<file path="config.mk">
export PLATFORM = sky130hd
export DESIGN_NAME = tea_cipher_core
export DESIGN_NICKNAME = d
export VERILOG_FILES = /design/src/rtl/tea_pkg.sv /design/src/rtl/tea_mix.sv /design/src/rtl/tea_cipher_core.sv
export SDC_FILE = /design/constraint.sdc
export NUM_CORES = 1
export LEC_CHECK = 0
export CELL_PAD_IN_SITES_DETAIL_PLACEMENT = 0
export CELL_PAD_IN_SITES_GLOBAL_PLACEMENT = 1
export CORE_ASPECT_RATIO = 0.8
export CORE_MARGIN = 4
export CORE_UTILIZATION = 30
export CTS_CLUSTER_SIZE = 24
export DETAILED_ROUTE_END_ITERATION = 16
export PLACE_DENSITY = 0.58
export SETUP_SLACK_MARGIN = 0.02
export SYNTH_ARGS = -nofsm -noshare
export SYNTH_HDL_FRONTEND = slang
export SYNTH_SLANG_ARGS = --single-unit
</file>
<file path="constraint.sdc">
create_clock -name clk -period 11.05 [get_ports clk]
set_input_delay 2.21 -clock clk [delete_from_list [all_inputs] [get_ports clk]]
set_output_delay 2.21 -clock clk [all_outputs]
set_load 0.01 [all_outputs]
</file>
<file path="src/rtl/tea_pkg.sv">
// Shared definitions for the TEA cipher core: key-schedule constant,
// FSM state encoding, mode encoding and the initial decrypt sum helper.
package tea_pkg;

  localparam logic [31:0] TEA_DELTA = 32'h9E3779B9;

  localparam logic MODE_ENC = 1'b0;
  localparam logic MODE_DEC = 1'b1;

  typedef enum logic [1:0] {
    IDLE  = 2'd0,
    HALF0 = 2'd1,
    HALF1 = 2'd2,
    DONE  = 2'd3
  } tea_state_e;

  // Decryption starts from the sum encryption ends on: delta * rounds, mod 2^32.
  function automatic logic [31:0] tea_dec_sum(input logic [31:0] delta,
                                              input logic [7:0]  rounds);
    logic [39:0] prod;
    prod = {8'd0, delta} * {32'd0, rounds};
    return prod[31:0];
  endfunction

endpackage

</file>
<file path="src/rtl/tea_mix.sv">
// TEA round function F(x, ka, kb, s) = ((x << 4) + ka) ^ (x + s) ^ ((x >> 5) + kb).
// Purely combinational; all arithmetic wraps mod 2^32 and shifts are logical.
module tea_mix (
  input  logic [31:0] x_i,
  input  logic [31:0] ka_i,
  input  logic [31:0] kb_i,
  input  logic [31:0] s_i,
  output logic [31:0] f_o
);

  logic [31:0] term_a_s;
  logic [31:0] term_b_s;
  logic [31:0] term_c_s;

  assign term_a_s = (x_i << 4) + ka_i;
  assign term_b_s = x_i + s_i;
  assign term_c_s = (x_i >> 5) + kb_i;
  assign f_o      = term_a_s ^ term_b_s ^ term_c_s;

endmodule

</file>
<file path="src/rtl/tea_cipher_core.sv">
// TEA block-cipher engine: one 64-bit block per transaction, encrypt or
// decrypt selected per block, ROUNDS Feistel cycles of two half-rounds each.
// Key and mode are captured at accept so the block in flight is immune to
// input changes. A single shared round-function instance is steered by
// state and mode.
module tea_cipher_core
  import tea_pkg::*;
#(
  parameter int unsigned ROUNDS = 32,
  parameter logic [31:0] DELTA  = TEA_DELTA
) (
  input  logic         clk,
  input  logic         resetn,
  input  logic         in_valid,
  output logic         in_ready,
  input  logic         in_mode,
  input  logic [31:0]  in_v0,
  input  logic [31:0]  in_v1,
  input  logic [127:0] in_key,
  output logic         out_valid,
  input  logic         out_ready,
  output logic [31:0]  out_v0,
  output logic [31:0]  out_v1,
  output logic         busy
);

  localparam logic [7:0]  LAST_ROUND = 8'(ROUNDS - 1);
  localparam logic [31:0] DEC_SUM0   = tea_dec_sum(DELTA, 8'(ROUNDS));

  tea_state_e   state_q;
  logic [31:0]  v0_q, v1_q, sum_q;
  logic [31:0]  v0_d, v1_d, sum_d;
  logic [7:0]   cnt_q;
  logic [127:0] key_q;
  logic         mode_q;
  logic [31:0]  out_v0_q, out_v1_q;
  logic         out_valid_q, busy_q, in_ready_q;

  logic         use_k01_s;
  logic [31:0]  mix_x_s, mix_ka_s, mix_kb_s, mix_f_s;

  // Steer the shared round function: the k0/k1 half mixes v1, the k2/k3 half mixes v0.
  always_comb begin
    use_k01_s = ((state_q == HALF0) == (mode_q == MODE_ENC));
    if (use_k01_s) begin
      mix_x_s  = v1_q;
      mix_ka_s = key_q[127:96];
      mix_kb_s = key_q[95:64];
    end else begin
      mix_x_s  = v0_q;
      mix_ka_s = key_q[63:32];
      mix_kb_s = key_q[31:0];
    end
  end

  tea_mix u_mix (
    .x_i  (mix_x_s),
    .ka_i (mix_ka_s),
    .kb_i (mix_kb_s),
    .s_i  (sum_q),
    .f_o  (mix_f_s)
  );

  // Half-round datapath: next block words and running sum for the current state.
  always_comb begin
    v0_d  = v0_q;
    v1_d  = v1_q;
    sum_d = sum_q;
    case (state_q)
      HALF0: begin
        if (mode_q == MODE_ENC) begin
          v0_d = v0_q + mix_f_s;
        end else begin
          v1_d = v1_q - mix_f_s;
        end
      end
      HALF1: begin
        if (mode_q == MODE_ENC) begin
          v1_d  = v1_q + mix_f_s;
          sum_d = sum_q + DELTA;
        end else begin
          v0_d  = v0_q - mix_f_s;
          sum_d = sum_q - DELTA;
        end
      end
      default: begin
        v0_d  = v0_q;
        v1_d  = v1_q;
        sum_d = sum_q;
      end
    endcase
  end

  // Sequencer, register file and registered handshake outputs.
  always_ff @(posedge clk) begin
    if (!resetn) begin
      state_q     <= IDLE;
      v0_q        <= 32'd0;
      v1_q        <= 32'd0;
      sum_q       <= 32'd0;
      cnt_q       <= 8'd0;
      key_q       <= 128'd0;
      mode_q      <= MODE_ENC;
      out_v0_q    <= 32'd0;
      out_v1_q    <= 32'd0;
      out_valid_q <= 1'b0;
      busy_q      <= 1'b0;
      in_ready_q  <= 1'b1;
    end else begin
      case (state_q)
        IDLE: begin
          if (in_valid) begin
            v0_q       <= in_v0;
            v1_q       <= in_v1;
            key_q      <= in_key;
            mode_q     <= in_mode;
            sum_q      <= (in_mode == MODE_ENC) ? DELTA : DEC_SUM0;
            cnt_q      <= 8'd0;
            state_q    <= HALF0;
            busy_q     <= 1'b1;
            in_ready_q <= 1'b0;
          end else begin
            state_q    <= IDLE;
            busy_q     <= 1'b0;
            in_ready_q <= 1'b1;
          end
        end
        HALF0: begin
          v0_q    <= v0_d;
          v1_q    <= v1_d;
          state_q <= HALF1;
        end
        HALF1: begin
          v0_q  <= v0_d;
          v1_q  <= v1_d;
          sum_q <= sum_d;
          cnt_q <= cnt_q + 8'd1;
          if (cnt_q == LAST_ROUND) begin
            state_q     <= DONE;
            out_v0_q    <= v0_d;
            out_v1_q    <= v1_d;
            out_valid_q <= 1'b1;
          end else begin
            state_q <= HALF0;
          end
        end
        DONE: begin
          if (out_ready) begin
            state_q     <= IDLE;
            out_valid_q <= 1'b0;
            busy_q      <= 1'b0;
            in_ready_q  <= 1'b1;
          end else begin
            state_q <= DONE;
          end
        end
        default: begin
          state_q     <= IDLE;
          out_valid_q <= 1'b0;
          busy_q      <= 1'b0;
          in_ready_q  <= 1'b1;
        end
      endcase
    end
  end

  assign in_ready  = in_ready_q;
  assign out_valid = out_valid_q;
  assign out_v0    = out_v0_q;
  assign out_v1    = out_v1_q;
  assign busy      = busy_q;

endmodule

</file>
### Word level (Yosys, flattened, before mapping)

Index checks and enable logic that the tools add are counted.

* bits in registers: 302
* input port bits: 197
* output and inout port bits: 67
* word-level logic and storage cells: 76

* add/sub/neg operators: 10
* equality and inequality tests: 8
* multiplexer cells: 31
* bitwise operators: 3
* reductions and logical operators: 12

Operators by type and width (count)
* 32-bit two-way mux: 13
* 32-bit one-hot mux with 2 select lines: 3
* 32-bit adder: 4
* 32-bit subtractor: 2
* 32-bit bitwise XOR: 2
* 27-bit by 32-bit adder with 32-bit output: 1
* 32-bit adder (second input constant): 1
* 32-bit subtractor (second input constant): 1
* 31-bit two-way mux: 1
* 8-bit one-hot mux with 2 select lines: 1
* 2-bit AND reduction: 5
* 8-bit by 1-bit adder with 8-bit output (second input constant): 1
* 8-bit by 5-bit == test with 1-bit output (second input constant): 1
* 8-bit two-way mux: 1
* 2-bit one-hot mux with 4 select lines: 1
* 2-bit nonzero test: 4
* 1-bit two-way mux: 6
* 2-bit != test (second input constant): 3
* 1-bit one-hot mux with 2 select lines: 3
* 2-bit == test (second input constant): 2
* 2-bit two-way mux: 2
* 3-bit AND reduction: 1
* 2-bit by 1-bit == test with 1-bit output (second input constant): 1
* 2-bit logical NOT: 1
* 3 further kinds: 3

### Longest topological paths before layout

Gate-level depths: netlist of run 1.

* word-level depth: 10
* gate-level depth with buffers: 35
* mapped depth without buffers: 32

### Hierarchy

Synthesis of run 1 repeated with hierarchy kept, for this count alone.

* cells, all modules: 3521
* area total of the unflattened synthesis: 26639.3 sq um

By module, submodules not included
* tea_cipher_core: instances 1, cells each 2894, area each 21714.6 sq um, seq. area each 6045.8 sq um
* tea_mix: instances 1, cells each 627, area each 4924.7 sq um, seq. area each 0.0 sq um

### Worst setup path after synthesis of run 1

OpenSTA, ideal clock, no wires.

* kind: register to register
* from: reg mode_q
* to: reg v1_q[31]
* data arrival time: 7.100 ns
* slack: 3.876 ns
* stages on the path, launching flop included: 32
* buffers on the path: 4
* cells stage by stage: dfxtp_1 > xor2_2 > buf_2 > clkbuf_1 > clkbuf_1 > nand2_1 > nand2_1 > ha_1 > fa_1 > a21o_1 > a21o_1 > a21oi_1 > o21ba_2 > a2111oi_0 > o31a_1 > o21ai_0 > a21oi_1 > a21oi_1 > o21ai_0 > xor2_1 > ha_1 > clkbuf_1 > a21o_1 > a2111oi_0 > a31oi_1 > a41o_1 > o41ai_1 > o21ai_0 > xnor2_1 > a22oi_1 > or4_1 > a31oi_1

* cells in the longest elaborated chain, start to end: 10

Ends and longest elaborated chain
* start: declaration: RTL line tea_cipher_core.sv:35 `logic mode_q;`
* start signal: assignment: RTL line tea_cipher_core.sv:116 `mode_q <= in_mode;`
* 1-bit inverter
* 1-bit == test: RTL line tea_cipher_core.sv:44 `use_k01_s = ((state_q == HALF0) == (mode_q == MODE_ENC));`
* 32-bit two-way mux: RTL line tea_cipher_core.sv:45 `if (use_k01_s) begin`
* 32-bit adder (on tied branches): RTL line tea_mix.sv:15, tea_mix.sv:16
* 32-bit bitwise XOR (2 in a row): RTL line tea_mix.sv:18 `assign f_o = term_a_s ^ term_b_s ^ term_c_s;`
* 32-bit subtractor or 32-bit adder (tied branches): RTL line tea_cipher_core.sv:74, tea_cipher_core.sv:79
* 32-bit two-way mux (on tied branches): RTL line tea_cipher_core.sv:71, tea_cipher_core.sv:78
* 32-bit two-way mux (*)
* 32-bit one-hot mux with 2 select lines (*): RTL line tea_cipher_core.sv:110 `case (state_q)`
* end signal: assignment: RTL line tea_cipher_core.sv:114 `v1_q <= in_v1;`
* end signal: assignment: RTL line tea_cipher_core.sv:130 `v1_q <= v1_d;`
* end signal: assignment: RTL line tea_cipher_core.sv:135 `v1_q <= v1_d;`
* end: declaration: RTL line tea_cipher_core.sv:31 `logic [31:0] v0_q, v1_q, sum_q;`

Mark *: on every way between the ends. The rest lies on a longest branch, timed or not.
A chain may end at the register's enable or synchronous reset.

### Worst setup path after layout of run 1

* from: reg state_q[1]
* to: reg v1_q[31]

* cells in the longest elaborated chain, start to end: 10

Ends and longest elaborated chain
* start: declaration: RTL line tea_cipher_core.sv:30 `tea_state_e state_q;`
* start signal: assignment: RTL line tea_cipher_core.sv:97 `state_q <= IDLE;`
* start signal: assignment: RTL line tea_cipher_core.sv:119 `state_q <= HALF0;`
* start signal: assignment: RTL line tea_cipher_core.sv:123 `state_q <= IDLE;`
* 2-bit by 1-bit == test with 1-bit output: RTL line tea_cipher_core.sv:44, tea_cipher_core.sv:69, tea_cipher_core.sv:110
* 1-bit == test: RTL line tea_cipher_core.sv:44
* 32-bit two-way mux: RTL line tea_cipher_core.sv:45
* 32-bit adder (on tied branches): RTL line tea_mix.sv:15, tea_mix.sv:16
* 32-bit bitwise XOR (2 in a row): RTL line tea_mix.sv:18
* 32-bit subtractor or 32-bit adder (tied branches): RTL line tea_cipher_core.sv:74, tea_cipher_core.sv:79
* 32-bit two-way mux (on tied branches): RTL line tea_cipher_core.sv:71, tea_cipher_core.sv:78
* 32-bit two-way mux
* 32-bit one-hot mux with 2 select lines: RTL line tea_cipher_core.sv:110

Several ways; a longest one is shown, not always the timed one.

==> results_dict.tcl, run 1 <==
set metrics [dict create \
    syn-cell-area_um2 25580 \
    holdWs_ns 0.4517 \
    synthArstFlopShare_pct 0 \
    synth-seq-cells 302 \
    synth.distinct_cells 88 \
    rsz0062_at_grt "no" \
    regArea_um2 6047 \
    cts_setup_buffers 0 \
    crit_arrival_ns 8.64 \
    critPathCaptureType "register" \
    skew_ns 0.03291 \
    dp_hpwl_um 77610 \
    cts_tree "done" \
    min_period_ns 8.139 \
    wl_met1_um 49620 \
    core_area_um2 84270 \
    power.density_nw_per_um2 283.1 \
    hold_class "register to register" \
    htreeDepth 2 \
    syn_area_per_cell_um2 7.216 \
    cts_resized 0 \
    drv_cap 0 \
    final_nets 4156 \
    dr_wl_met2_um 45020 \
    cts_buffers 38 \
    final_core_util_pct 36.28 \
    num_vias 25210 \
    grt_max_degree 97 \
    wl_um 102300 \
    power_leakage_nw 13.02 \
    cts_hold_buf 0 \
    area_growth_pct 19.50 \
    clock_path_buffers 3 \
    initialDrtViolationCount 1561 \
    num_rows 95 \
    postSynthCellCount 3545 \
    n_fill_cell 9062 \
    crit_slowest_cell "a2111oi_0" \
    hold_violations 0 \
    ios 264 \
    multiInputGateArea_um2 18410 \
    dieArea_um2 90040 \
    initial_core_util_pct 30.36 \
    die_h_um 269.2 \
    crit_start "state_q[1]$_SDFF_PN0_" \
    post-route-period-util_pct 73.66 \
    topRoutingLayerUsed "met5" \
    ir_drop_mv 0.1161 \
    synth_fp_nets 4006 \
    place_congestion 0.9073 \
    setup_slack_ns 2.911 \
    clock-sinks 302 \
    placed_area_um2 29260 \
    path_max_fanout 96 \
    setup_violations 0 \
    min_from "out_v1[7]$_SDFFE_PN0P_" \
    relSlewSlack_pct 24.13 \
    max_stage_delay_ns 0.81 \
    final_area_um2 30570 \
    rr_startpoint "state_q[1]$_SDFF_PN0_" \
    grt_pass1_wl_um 153700 \
    power.total_mw 8.655 \
    cts_root_buf "clkbuf_16" \
    clk_pin_slew_ns 0.06 \
    instances_no_fill 4835 \
    critPathKind "register to register" \
    ant_nets 0 \
    wl_per_cell_um 21.15 \
    grt_pass1_vias 24170 \
    drc 0 \
    die_w_um 334.5 \
    place_ws_ns 2.979 \
    firstDrtPassIters 5 \
    final_max_slew_viol_count 0 \
    grt_usage_pct 21.90 \
    seq_area_frac_synth_pct 23.63 \
    gr-total-overflow 0 \
    synth-edff-count 0 \
    worstPathRequired_ns 11.55 \
    antenna_found_initial 2 \
    dp.cells 4770 \
    insertion_delay_ns 0.59 \
    cp-start-kind "register" \
    portBuffers 263 \
    dr_wl_met3_um 5548 \
    vias_per_cell 5.214 \
    yosys_warnings 0 \
    layout-drive-gt1-share_pct 3.711 \
    timing.fmax_ghz 0.1229 \
    synthFlopType "dfxtp_1" \
    tightest_slew_ns 1.138 \
    status "complete, no violations" \
    fin_tns_setup_ns 0 \
]
-- per-layer routing --
metal  GRT usage, %  up-vias
met2          34.67      574
met4          4.865        2
met3          4.200      107
li1               -    12710
met5              0        -
met1          30.79    11820
-- critical path, delay by kind of cell, from the launching register on --
family | cells | cell delay [ns]
adders and majority gates | 4 | 1.17
xor gates and xnor gates | 3 | 0.81
AOI/OAI and AO/OA | 18 | 4.45
and+or+nand+nor | 3 | 0.67
buffers and inverters | 2 | 0.54
DFF | 1 | 0.35
-- report_power, final --
part / internal (mW) / switching [mW]
Clock: 0.811 / 0.539
Sequential: 1.18 / 0.137
Combinational: 2.28 / 3.71
Total: 4.27 / 4.39
-- cell type report --
type | count | share of cell area, %
Antenna cell | 1 | 0.008185
Clock buffer | 52 | 3.720
Clock inverter | 12 | 0.5689
Inverter | 127 | 1.584
Multi-Input combinational cell | 2927 | 60.22
Sequential cell | 302 | 19.78
Tap cell | 1115 | 4.563
Timing Repair Buffer | 299 | 9.560
-- placed cells by master (no fill, tap or decap), types with 18 or more instances in the layout --
cell and n:
nand2_1 723, a21oi_1 495, dfxtp_1 301, clkdlybuf4s50_1 262
ha_1 254, nor2_1 238, xnor2_1 207, o21ai_0 148
inv_1 121, a21o_1 96, xor2_1 82, a211oi_1 69
nand3_1 62, o21bai_1 48, nor3_1 48, mux2i_1 41
clkbuf_16 41, buf_4 34, nand2b_1 29, o211ai_1 24
nand4_1 22, or3_1 21, o21a_1 21, nor2b_1 19
a221oi_1 19, a31oi_1 18, o22ai_1 18
-- Yosys cell counts, types with 11 or more instances --
cell,number,share of area (%)
nand2_1,725,11
a21oi_1,497,9.7
dfxtp_1,302,24
ha_1,256,13
nor2_1,238,3.5
xnor2_1,208,7.1
clkbuf_1,172,2.5
o21ai_0,148,2.9
inv_1,124,1.8
a21o_1,96,2.8
xor2_1,82,2.8
a211oi_1,69,2.0
nand3_1,62,1.2
nor3_1,48,0.94
o21bai_1,48,1.4
mux2i_1,41,1.6
nand2b_1,29,0.71
o211ai_1,24,0.70
nand4_1,22,0.54
o21a_1,21,0.62
or3_1,21,0.51
a221oi_1,19,0.65
nor2b_1,19,0.46
a31oi_1,18,0.44
o22ai_1,18,0.44
nor4_1,16,0.39
o21ai_1,16,0.31
and2_1,13,0.32
o31ai_1,13,0.38
and3_1,11,0.27
buf_1,11,0.16
-- kinds of logic (layout without fill, tap and decap cells) --
logic type	Yosys count	in the layout	share of synthesized area, %
AO/OA/AOI/OAI	1097	1097	26.39
XOR/XNOR	293	293	10.17
multiplexers	42	42	1.648
other	0	1	0
flip-flops	302	302	23.63
AND/OR/NAND/NOR	1230	1230	20.27
buffers and inverters	316	490	4.700
adder cells (fa/ha/maj)	265	265	13.19
-- sequential cells by signal, summed over array words and instances, names as in the netlist, 2 cells and up --
| name | flops |
|---|---|
| cnt_q | 8 |
| v0_q | 32 |
| sum_q | 32 |
| v1_q | 32 |
| out_v0 | 32 |
| out_v1 | 32 |
| key_q | 128 |
| state_q | 2 |
-- final timing paths --
| check | end | slack [ns] | depth (start not counted) |
|---|---|---|---|
| hold / removal | out_v1[7]$_SDFFE_PN0P_ | 0.45 | 2 |
| setup reg to reg | v1_q[31]$_SDFFE_PN0P_ | 2.91 | 30 |
| hold reg to reg | out_v1[7]$_SDFFE_PN0P_ | 0.45 | 2 |
| setup / recovery | v1_q[31]$_SDFFE_PN0P_ | 2.91 | 30 |
(Power assumes the default switching activity.)
==> run 2, diff against run 1 <==
--- a/config.mk
+++ b/config.mk
@@ -12,7 +12,7 @@
 export CORE_UTILIZATION = 30
 export CTS_CLUSTER_SIZE = 24
 export DETAILED_ROUTE_END_ITERATION = 16
-export PLACE_DENSITY = 0.58
+export PLACE_DENSITY = 0.6
 export SETUP_SLACK_MARGIN = 0.02
 export SYNTH_ARGS = -nofsm -noshare
 export SYNTH_HDL_FRONTEND = slang
==> constraint.sdc (replaced) <==
create_clock -name clk -period 6.66 [get_ports clk]
set_input_delay 1.332 -clock clk [delete_from_list [all_inputs] [get_ports clk]]
set_output_delay 1.332 -clock clk [all_outputs]
set_load 0.01 [all_outputs]
==> run 2 against run 1 <==
  * Critical path depth rose by 2
  * Routed wire length rose by 6.2%
  * Setup slack got worse by 2.7 ns
  * Clock skew rose by 0.0027 ns
  * Largest cell class unchanged
  * Critical path type unchanged
  * Flip-flop and latch count did not move
  * Non-clock buffer count rose by 436
==> results_dict.tcl, run 2 (same netlist as run 1, synthesis figures left out) <==
set metrics [dict create \
    status "complete, no violations" \
    initialDrtViolationCount 1947 \
    dr_wl_met3_um 6071 \
    crit_arrival_ns 6.95 \
    die_h_um 269.2 \
    max_stage_delay_ns 0.51 \
    timing.fmax_ghz 0.1544 \
    crit_slowest_cell "or4b_4" \
    critPathKind "register to register" \
    dp_hpwl_um 84960 \
    cp-start-kind "register" \
    power_leakage_nw 15.46 \
    tightest_slew_ns 1.080 \
    crit_start "state_q[1]$_SDFF_PN0_" \
    wl_per_cell_um 20.60 \
    core_area_um2 84270 \
    final_nets 4593 \
    worstPathRequired_ns 7.13 \
    htreeDepth 2 \
    seqPwrFrac_pct 12.1 \
    hold_class "register to register" \
    hold_violations 0 \
    cts_hold_buf 0 \
    path_max_fanout 5 \
    ios 264 \
    clk_pin_slew_ns 0.07 \
    min_from "out_v1[0]$_SDFFE_PN0P_" \
    wl_met1_um 53020 \
    combPwrFrac_pct 75.5 \
    reg2reg_slack_ns 0.18 \
    min_period_ns 6.476 \
    grt_pass1_vias 25700 \
    gr-total-overflow 0 \
    dr_wl_met2_um 47710 \
    placed_area_um2 32360 \
    drc 0 \
    place_congestion 0.9234 \
    internal_power_mw 9.552 \
    final_max_slew_viol_count 0 \
    area_growth_pct 37.65 \
    initial_core_util_pct 30.36 \
    ir_drop_mv 0.2136 \
    die_w_um 334.5 \
    wl_um 108700 \
    largest_reg_flops 128 \
    layout_commonest_cell "nand2_1" \
    layout_common_cells "nand2_1 (709), a21oi_1 (465), buf_4 (454), dfxtp_1 (299), clkdlybuf4s50_1 (262)" \
    num_rows 95 \
    final_area_um2 35210 \
    skew_ns 0.03560 \
    switching_power_mw 8.401 \
    cts_root_buf "clkbuf_16" \
    cp-endpoint "out_v0[31]$_SDFFE_PN0P_" \
    portBuffers 263 \
    relSlewSlack_pct 27.76 \
    topRoutingLayerUsed "met4" \
    firstDrtPassIters 5 \
    grt_max_degree 107 \
    drv_cap 0 \
    grt_pass1_wl_um 160700 \
    r2r_cells 32 \
    ant_nets 0 \
    clock_path_buffers 3 \
    antenna_found_initial 0 \
    insertion_delay_ns 0.59 \
    worstReg2RegEnd "out_v0[31]$_SDFFE_PN0P_" \
    p_sw_share_pct 46.79 \
    critPathCaptureType "register" \
    vias_per_cell 5.119 \
    num_vias 27000 \
    rsz0062_at_grt "yes" \
    grt_usage_pct 22.89 \
    dieArea_um2 90040 \
    layout-drive-gt1-share_pct 18.16 \
    cts_buffers 38 \
    setup_violations 0 \
    n_fill_cell 8816 \
    post-route-period-util_pct 97.24 \
    power.density_nw_per_um2 509.8 \
    final_core_util_pct 41.78 \
    holdWs_ns 0.4515 \
    power_frac_clock_pct 12.4 \
    rr_startpoint "state_q[1]$_SDFF_PN0_" \
    clock-sinks 302 \
    cts_tree "done" \
    regMostFlops "key_q" \
]
==> run 2: timing repair <==
action | in CTS | in global routing
buffers inserted | 7 | 30
resized for setup | 44 | 200
cloned | 1 | 0
endpoints found under the setup margin | 26 | 53
pin swaps | 27 | 110
==> run 2: cell type report <==
cell class / count / area (um2) / share of cell area, %
sequential: 302 / 6050 / 17.18
inverter: 127 / 484.2 / 1.375
multi-input combinational: 2928 / 19690 / 55.90
timing repair buffer: 735 / 6304 / 17.90
tap: 1115 / 1395 / 3.962
antenna: 3 / 7.507 / 0.02132
clock inverter: 11 / 197.7 / 0.5614
clock buffer: 54 / 1091 / 3.098
==> run 2: layer usage <==
layer | vias up | GRT usage, %
met5 | - | 0
li1 | 13610 | -
met4 | 0 | 4.396
met2 | 587 | 36.05
met1 | 12720 | 33.01
met3 | 88 | 3.755
==> run 2: worst min path at each step <==
stage,slack (ns),to,cells past startpoint
global route,0.47,key_q[21]$_SDFFE_PN0P_,2
floorplan,0.44,key_q[27]$_SDFFE_PN0P_,2
finish,0.45,out_v1[0]$_SDFFE_PN0P_,2
global placement,0.44,out_v0[0]$_SDFFE_PN0P_,2
CTS,0.45,key_q[20]$_SDFFE_PN0P_,2
detailed placement,0.45,key_q[23]$_SDFFE_PN0P_,2
==> run 2: power by group through the flow <==
stage / Sequential (mW) / Clock, mW / Combinational [mW]
final: 2.17 / 2.22 / 13.6
after global routing: 2.18 / 2.35 / 14.7
after detailed placement: 2.20 / 0 / 12.3
after floorplan: 2.12 / 0 / 7.35
after global placement: 2.21 / 0 / 12.4
after CTS: 2.17 / 2.28 / 12.6
==> run 2: stage by stage <==
step,TNS (ns),worst slack (ns),cells,power (mW)
2_1_floorplan,0,0.02844,3545,9.470
3_5_place_dp,-1.894,-0.3284,5171,14.54
6_report,0,0.1840,5275,17.95
4_1_cts,-0.01387,-0.01387,5244,17.01
5_1_grt,-0.4823,-0.1394,5272,19.26
3_3_place_gp,-0.8568,-0.2498,5171,14.62
==> run 2: critical path: cells and delay by family, from the launching register on <==
family	cells	cell delay, ns
AND/OR/NAND/NOR	4	0.72
AO/OA/AOI/OAI	14	2.66
buffers and inverters	5	0.73
flip-flops	1	0.34
adder cells (fa/ha/maj)	4	1.10
XOR/XNOR	5	0.83
==> run 3, diff against run 2 <==
--- a/config.mk
+++ b/config.mk
@@ -14,6 +14,7 @@
 export DETAILED_ROUTE_END_ITERATION = 16
 export PLACE_DENSITY = 0.6
 export SETUP_SLACK_MARGIN = 0.02
+export SLEW_MARGIN = 40
 export SYNTH_ARGS = -nofsm -noshare
 export SYNTH_HDL_FRONTEND = slang
 export SYNTH_SLANG_ARGS = --single-unit
==> run 3 against run 2 <==
  * Fmax rose by 0.13%
  * Highest routed layer unchanged
  * Final area fell by 1.1%
  * Total power is 2.1% lower
  * Sequential share of layout area up 0.20 points
==> results_dict.tcl, run 3 (same netlist as run 1, synthesis figures left out) <==
set metrics [dict create \
    rr_startpoint "state_q[1]$_SDFF_PN0_" \
    cts_buffers 37 \
    holdWs_ns 0.4508 \
    wl_per_cell_um 20.46 \
    layout_commonest_cell "nand2_1" \
    power_leakage_nw 15.34 \
    htreeDepth 2 \
    hold_violations 0 \
    combPwrFrac_pct 75.5 \
    clock_path_buffers 3 \
    seqPwrFrac_pct 12.3 \
    tightest_slew_ns 0.8322 \
    ios 264 \
    cp-start-kind "register" \
    p_sw_share_pct 46.92 \
    final_area_um2 34810 \
    clock-sinks 302 \
    place_congestion 0.9234 \
    critPathBufInv 7 \
    num_vias 26960 \
    setup_violations 0 \
    power.density_nw_per_um2 504.8 \
    regMostFlops "key_q" \
    dieArea_um2 90040 \
    cts_tree "done" \
    die_w_um 334.5 \
    grt_pass1_wl_um 160700 \
    drc 0 \
    num_rows 95 \
    timing.fmax_ghz 0.1546 \
    initialDrtViolationCount 1760 \
    fin_tns_setup_ns 0 \
    internal_power_mw 9.328 \
    grt_usage_pct 22.87 \
    rsz0062_at_grt "yes" \
    insertion_delay_ns 0.58 \
    crit_slowest_cell "or4_4" \
    layout-drive-gt1-share_pct 17.28 \
    portBuffers 263 \
    initial_core_util_pct 30.36 \
    gr-total-overflow 0 \
    place_ws_ns -0.3236 \
    status "complete, no violations" \
    drv_cap 0 \
    worstPathRequired_ns 7.15 \
    placed_area_um2 32380 \
    layout_common_cells "nand2_1 (709), a21oi_1 (465), buf_4 (444), dfxtp_1 (299), clkdlybuf4s50_1 (262)" \
    antenna_found_initial 1 \
    final_max_slew_viol_count 0 \
    max_stage_delay_ns 0.53 \
    ant_nets 0 \
    area_growth_pct 36.09 \
    firstDrtPassIters 5 \
    min_from "out_v0[3]$_SDFFE_PN0P_" \
    critPathKind "register to register" \
    core_area_um2 84270 \
    wl_um 107800 \
    setup_slack_ns 0.1925 \
    path_max_fanout 5 \
    largest_reg_flops 128 \
    power_frac_clock_pct 12.2 \
    critPathCaptureType "register" \
    grt_max_degree 107 \
    post-route-period-util_pct 97.11 \
    final_core_util_pct 41.31 \
    relSlewSlack_pct 43.79 \
    vias_per_cell 5.120 \
    ir_drop_mv 0.2286 \
    hold_class "register to register" \
    cp_common_cell "buf_4" \
    cts_root_buf "clkbuf_16" \
    die_h_um 269.2 \
    crit_start "state_q[1]$_SDFF_PN0_" \
    grt_pass1_vias 25730 \
    final_nets 4584 \
    min_period_ns 6.467 \
    dp_hpwl_um 85210 \
    crit_arrival_ns 6.96 \
    cp_top_family "simple AND/OR/NAND/NOR gates" \
    cts_hold_buf 0 \
    clk_pin_slew_ns 0.06 \
    switching_power_mw 8.246 \
    skew_ns 0.01965 \
]
## run 3: cell types whose count changed in the layout (fill, tap and decap cells not counted), sizes merged
cell	before	now
clkinv	6	8
diode	3	1
bufinv	5	3
buf	473	465
inv	126	127
## run 3: tightest hold or removal path: cells and delay by family (launching register included)
kind | cells | cell delay (ns)
AOI/OAI and AO/OA | 1 | 0.05
DFF | 1 | 0.30
and+or+nand+nor | 1 | 0.05
## run 3: power by group through the flow
stage | Combinational, mW | Clock, mW | Sequential (mW)
final | 13.3 | 2.14 | 2.17
after global routing | 14.4 | 2.28 | 2.18
after global placement | 12.4 | 0 | 2.21
after floorplan | 7.35 | 0 | 2.12
after CTS | 12.6 | 2.21 | 2.17
after detailed placement | 12.3 | 0 | 2.20
## run 3: worst paths after layout
| check | cells after the start | endpoint | slack [ns] |
|---|---|---|---|
| max | 31 | v1_q[31]$_SDFFE_PN0P_ | 0.19 |
| min | 2 | out_v0[3]$_SDFFE_PN0P_ | 0.45 |
| max reg2reg | 31 | v1_q[31]$_SDFFE_PN0P_ | 0.19 |
| min reg2reg | 2 | out_v0[3]$_SDFFE_PN0P_ | 0.45 |
## run 3: repair_timing
action | 4_1_cts | 5_1_grt
resized for setup | 41 | 157
cloned | 1 | 0
setup buffers | 5 | 21
pin swaps | 25 | 90
setup endpoints to repair | 19 | 60
## run 3: final cells by class
| type | count | area [um2] |
|---|---|---|
| well taps | 1115 | 1395 |
| clock inverters | 12 | 160.2 |
| inverters | 127 | 486.7 |
| diodes | 1 | 2.502 |
| multi-input cells | 2928 | 19380 |
| flip-flops and latches | 302 | 6050 |
| fillers | 8950 | 49460 |
| repair buffers | 727 | 6246 |
| clock buffers | 54 | 1091 |
## run 3: per-stage QoR
stage | total power [mW] | instances
floorplan | 9.470 | 3545
global placement | 14.62 | 5171
detailed placement | 14.53 | 5172
CTS | 16.94 | 5244
global route | 18.88 | 5265
finish | 17.57 | 5266
## run 3: layer usage
layer  GRT usage, %  vias up  share of wire, %
met4          5.002        0               2.0
li1               -    13570                 -
met1          33.27    12690                49
met2          35.51      605                43
met5              0        -                 0
met3          3.568       97               5.3
